[config.mk]
export PLATFORM = sky130hd
export DESIGN_NAME = prescaled_tick_counter
export DESIGN_NICKNAME = d
export VERILOG_FILES = /design/src/rtl/prescaled_tick_counter.sv
export SDC_FILE = /design/constraint.sdc
export NUM_CORES = 1
export LEC_CHECK = 0
export CORE_UTILIZATION = 47
export CTS_CLUSTER_SIZE = 16
export DETAILED_ROUTE_END_ITERATION = 16
export GPL_ROUTABILITY_DRIVEN = 0
export PLACE_DENSITY = 0.74
export RECOVER_POWER = 50
export SYNTH_ARGS = -nofsm -noshare
export SYNTH_HDL_FRONTEND = slang
export SYNTH_SLANG_ARGS = --single-unit
[constraint.sdc]
create_clock -name clk -period 2.2 [get_ports clk]
set_clock_uncertainty 0.2 [all_clocks]
set_input_delay 0.44 -clock clk [delete_from_list [all_inputs] [get_ports clk]]
set_output_delay 0.44 -clock clk [all_outputs]
set_load 0.02 [all_outputs]
[src/rtl/prescaled_tick_counter.sv]
// Programmable prescaler with a wrap-at-limit value counter and registered tick/wrap pulses.
// Optional down-count mode (count_down port) is enabled by defining COUNTER_DOWN_EN.
module prescaled_tick_counter #(
   parameter int unsigned WIDTH      = 4,
   parameter int unsigned PRESCALE_W = 6
) (
   input  logic                  clk,
   input  logic                  reset,
   input  logic                  enable,
   input  logic                  clear,
   input  logic [PRESCALE_W-1:0] div,
   input  logic [WIDTH-1:0]      limit,
`ifdef COUNTER_DOWN_EN
   input  logic                  count_down,
`endif
   output logic [WIDTH-1:0]      value,
   output logic                  tick,
   output logic                  wrap
);

   logic [PRESCALE_W-1:0] pre;
   logic                  rollover_c;
   logic [WIDTH-1:0]      value_nxt_c;
   logic                  wrap_nxt_c;

   // Prescaler rollover; >= lets a lowered div take effect on the next enabled edge
   assign rollover_c = (pre >= div);

   // Value update applied on a rollover edge
   always_comb begin
      value_nxt_c = value + WIDTH'(1);
      wrap_nxt_c  = 1'b0;
`ifdef COUNTER_DOWN_EN
      if (count_down) begin
         if ((value == '0) || (value > limit)) begin
            value_nxt_c = limit;
            wrap_nxt_c  = 1'b1;
         end else begin
            value_nxt_c = value - WIDTH'(1);
         end
      end else if (value >= limit) begin
         value_nxt_c = '0;
         wrap_nxt_c  = 1'b1;
      end
`else
      if (value >= limit) begin
         value_nxt_c = '0;
         wrap_nxt_c  = 1'b1;
      end
`endif
   end

   // State and registered pulses; reset > clear > enable
   always_ff @(posedge clk) begin
      if (reset) begin
         pre   <= '0;
         value <= '0;
         tick  <= 1'b0;
         wrap  <= 1'b0;
      end else if (clear) begin
         pre   <= '0;
         value <= '0;
         tick  <= 1'b0;
         wrap  <= 1'b0;
      end else if (enable) begin
         if (rollover_c) begin
            pre   <= '0;
            value <= value_nxt_c;
            tick  <= 1'b1;
            wrap  <= wrap_nxt_c;
         end else begin
            pre   <= pre + PRESCALE_W'(1);
            tick  <= 1'b0;
            wrap  <= 1'b0;
         end
      end else begin
         tick <= 1'b0;
         wrap <= 1'b0;
      end
   end

endmodule

After elaboration in Yosys (flattened, before gate mapping)
Index checks and enable logic that the tools add are counted.
{"block": "totals", "reg_bits": 12, "input_bits": 14, "out_inout_bits": 6}
{"block": "classes", "n_addsub": 2, "n_lt_le_gt_ge": 2, "n_mux": 4, "n_bitwise": 2, "n_reduce_logical": 4}
{"operator": "$add A6 B1 Y6 const B", "count": 1}
{"operator": "$ge A6 B6 Y1", "count": 1}
{"operator": "$mux W6", "count": 1}
{"operator": "$add A4 B1 Y4 const B", "count": 1}
{"operator": "$ge A4 B4 Y1", "count": 1}
{"operator": "$mux W4", "count": 1}
{"operator": "$reduce_or A4 Y1", "count": 1}
{"operator": "$reduce_or A3 Y1", "count": 1}
{"operator": "$mux W1", "count": 2}
{"operator": "$not A1 Y1", "count": 2}
{"operator": "$reduce_and A2 Y1", "count": 1}
{"operator": "$reduce_or A2 Y1", "count": 1}

Longest topological paths before layout
{"block": "logic_depth", "word_depth": 3, "depth_mapped": 7}

Worst setup path before layout
OpenSTA, ideal clock, no wires.
{"block": "synth_path", "path_kind": "reg-to-reg", "from": "reg value[0]", "to": "reg value[0]", "setup_ns": 0.083, "t_arrival_ns": 1.771, "required_time_ns": 1.917, "path_slack_ns": 0.146, "path_stages_with_launch": 8, "cell_sequence": "dfxtp_1 inv_1 ha_1 nand2b_4 a2111oi_2 or3_4 nand2b_4 o31ai_4"}
{"block": "synth_between", "elab_chain_len": 2, "word_cells_on_any_way": 3}
{"element": "from (decl)", "line": "16", "rtl": "output logic [WIDTH-1:0] value,"}
{"element": "from (signal assigned)", "line": "68", "rtl": "value <= value_nxt_c;"}
{"element": "$add A4 B1 Y4 or $ge A4 B4 Y1 (tied branches)", "line": "31, 46"}
{"element": "$mux W4 (*)", "line": "46", "rtl": "if (value >= limit) begin"}
Every way passes the cells marked *; elsewhere a longest branch is shown, timed or not.
A chain may end at the register's enable or synchronous reset.

Final worst setup path
{"block": "layout_path", "from": "in div[5]", "to": "reg value[0]"}
{"block": "layout_between", "elab_chain_len": 2}
{"element": "from (decl)", "line": "11", "rtl": "input logic [PRESCALE_W-1:0] div,"}
{"element": "$ge A6 B6 Y1", "line": "27", "rtl": "assign rollover_c = (pre >= div);"}
{"element": "$reduce_and A2 Y1 (no source line)"}
Every way passes these cells.

==> results <==
cell usage after synthesis (2+ instances only):
cell	count	share of area (%)
nor2_1	10	4.7
ha_1	12	19
o22ai_1	2	1.6
dfxtp_1	12	30
a21oi_1	5	3.1
xor2_1	3	3.3
nand3_1	2	1.3
buf_6	2	2.8
inv_1	11	5.2
nand2_1	7	3.3
nor3_1	2	1.3
or3_1	2	1.6
nand4_1	2	1.6
nand2b_4	2	3.4
xnor2_1	2	2.2
critical path, stage by stage:
cell and delay [ps]:
clkdlybuf4s50_1 450, inv_1 40, ha_1 320, nand3_4 80, o31a_2 410, nand2b_4 180
o31ai_4 150
cells in the final DEF (no fill, tap or decap), drive strengths merged, types with 4 or more instances in the layout:
master / count
a21oi: 5
clkbuf: 4
clkdlybuf4s50: 13
dfxtp: 12
dlygate4sd3: 6
ha: 12
inv: 11
nand2: 7
nor2: 10
kinds of logic (layout without fill, tap and decap cells):
logic type      Yosys count  after routing
xor+xnor                  5              5
fa+ha+maj                12             12
compound gates           12             12
flops                    12             12
buf+inv                  13             36
simple gates             32             32
mux                       1              1
repair_timing:
action                                  in CTS  in global routing
resized for setup                            0                  1
endpoints found under the setup margin       0                  1
hold endpoints to repair                     0                  0
per-stage QoR:
| stage | TNS [ps] | hold slack (ps) | instances |
|---|---|---|---|
| global placement | -1381 | 297.9 | 123 |
| detailed placement | -1771 | 293.9 | 123 |
| finish | 0 | 300.7 | 126 |
| CTS | 0 | 306.7 | 126 |
| floorplan | 0 | 288.3 | 87 |
| global route | 0 | 325.5 | 126 |
flip-flops by register name, indices dropped and copies added, names as in the netlist:
signal / count
pre: 6
value: 4
tick: 1
wrap: 1
final timing paths:
kind	end	cells after the start
setup / recovery	value[0]$_SDFFE_PP0P_	7
hold / removal	value[3]$_SDFFE_PP0P_	2
setup reg to reg	value[0]$_SDFFE_PP0P_	7
hold reg to reg	value[3]$_SDFFE_PP0P_	2
layout make-up:
class                      instances  area share [%]
multi-input combinational         62           48.00
sequential                        12           23.27
timing repair buffer              22           20.61
inverter                          11           4.000
clock buffer                       3           2.182
tap                               16           1.939
power breakdown:
part | internal (mW) | switching (mW) | leakage (nW) | total, mW
Sequential | 0.219 | 0.00159 | 0.0968 | 0.220
Combinational | 0.0383 | 0.0247 | 0.361 | 0.0630
Clock | 0.0631 | 0.0603 | 0.0138 | 0.123
Total | 0.320 | 0.0866 | 0.471 | 0.407
routing by layer:
layer | global-route usage (%) | vias to the layer above | wire (µm)
met5 | 0 | - | 0
met4 | 7.273 | 0 | 0
met3 | 2.553 | 0 | 61
met2 | 28.96 | 14 | 627
met1 | 17.71 | 277 | 628
li1 | - | 343 | -
==> out/summary.log <==
INFO  detailed_routing detail_route.vias_per_cell=5.032
INFO  timing         finalMaxSlewViolations=0
INFO  logic_synthesis compound_gate_portion_of_the_synthesized_area=13.44%
INFO  global_routing global_route_total_usage_across_every_layer=15.93%
INFO  global_routing number_of_antenna_violations_at_the_first_check_in_global_routing=0
INFO  detailed_routing routed-via-count=634
INFO  timing         setup_ws=110.6ps
INFO  cells_and_area postLayoutCoreUtil=66.96%
INFO  placement      place.detailed.hpwl=1.068mm
INFO  global_routing grt_pass1_vias=589
INFO  timing         timing.slew.headroom=81.22%
INFO  status         run_status=completed
INFO  logic_synthesis synthXorXnorAreaFrac=5.469%
INFO  cells_and_area multiInputGateArea=495.5µm²
INFO  logic_synthesis syn_area=800.8µm²
INFO  setup_path     setup.worst_path.start_class=input pin
INFO  clocking       cts_tree=yes
INFO  logic_synthesis synth-adder-area-share=18.75%
INFO  clocking       postCtsSetupBuffers=0
INFO  setup_path     critical_path_peak_fanout=8
INFO  setup_path     timing.critical_path.to_type=flop
INFO  cells_and_area final_nets=138
INFO  cells_and_area fill_cells=129
INFO  pwr            p_leak=0.4712nW
INFO  logic_synthesis synth-seq-cells=12
INFO  floorplanning  num_io_pins=20
INFO  detailed_routing first_iter_violations=5
INFO  logic_synthesis synth_mux_area_share=1.250%
INFO  logic_synthesis yosys_warnings=0
INFO  clocking       clock_tree.htree_level_count=1
INFO  setup_path     register_to_register_setup_slack=320ps
INFO  floorplanning  initial_utilization=51.95%
INFO  clocking       quantity_of_hold_fixing_buffers_added_after_cts=0
INFO  timing         final_min_period_over_clock_period=94.97%
INFO  timing         max_clock_freq=478.6MHz
INFO  cells_and_area drive_gt1_share=12.73%
INFO  setup_path     cp_data_arrival_time=2070ps
INFO  placement      pre_cts_slack=-171.8ps
INFO  logic_synthesis netlist-cell-type-count=26
INFO  logic_synthesis syn-instance-count=87
INFO  logic_synthesis postSynthAreaPerCell=9.204µm²
INFO  placement      port_buffers=19
INFO  logic_synthesis seq_area_frac_synth=30.00%
INFO  floorplanning  row_count=14
INFO  global_routing grt_max_degree=9
INFO  logic_synthesis async_reset_ff_share=0%
INFO  floorplanning  die_h=43.28µm
INFO  setup_path     worstReg2RegStart=pre[0]$_SDFFE_PP0P_
INFO  setup_path     origin_of_the_worst_setup_path=div[5]
INFO  clocking       clock_sink_count=12
INFO  floorplanning  die_w=43.28µm
INFO  detailed_routing drcViolationCount=0
INFO  timing         setup_violations=0
INFO  clocking       cts_max_path_bufs=2
INFO  clocking       cts_buffers=3
INFO  clocking       worst_skew_pair.late_latency=260ps
INFO  logic_synthesis synthesis.nets=113
INFO  global_routing global_route_wire_length_before_repair=2.242mm
INFO  floorplanning  core-area=1541µm²
INFO  timing         report.final.hold_viol_count=0
INFO  timing         final.min_clock_period=2089ps
INFO  flow_run       max-cap-violations=0
INFO  logic_synthesis synth_top_family_by_area=simple AND/OR/NAND/NOR gates
INFO  timing         unrepaired_setup_endpoints_after_global_routing=false
INFO  pwr            total_power=406.6µW
INFO  cells_and_area layout.cell_area.non_filler=1032µm²
INFO  timing         worst_pin_slew=280.6ps
INFO  cells_and_area n_diodes=0
INFO  logic_synthesis synth-edff-count=0
INFO  pwr            power.density_cell_area=393.9nW/µm²
INFO  detailed_routing drt-pass1-iter-count=3
INFO  clocking       clockRootBuffer=clkbuf_4
INFO  detailed_routing ant_nets=0
INFO  logic_synthesis share_of_synthesized_cell_area_in_and_or_nand_and_nor_gates=23.13%
INFO  cells_and_area register_area=240.2µm²
INFO  floorplanning  die-area=1873µm²
INFO  setup_path     crit_type=input pin to flop
INFO  placement      post_dp_cell_area=1011µm²
INFO  pwr            ir_worst_vdd=349.6µV
INFO  setup_path     crit_required=2180ps
INFO  detailed_routing post_drt_wl_per_cell=10.44µm
INFO  logic_synthesis synth_ff_type=dfxtp_1
INFO  global_routing global_route.overflow_total=0
INFO  cells_and_area area_added_between_synthesis_and_finish=28.91%
INFO  detailed_routing drt-total-wl=1.316mm
INFO  clocking       cts.reportedPaths.clkPinSlew=70ps
INFO  hold_path      min_from=value[3]$_SDFFE_PP0P_
INFO  hold_path      min-delay-path-class=flop to flop
No activity file was read; power rests on OpenSTA's default activity.
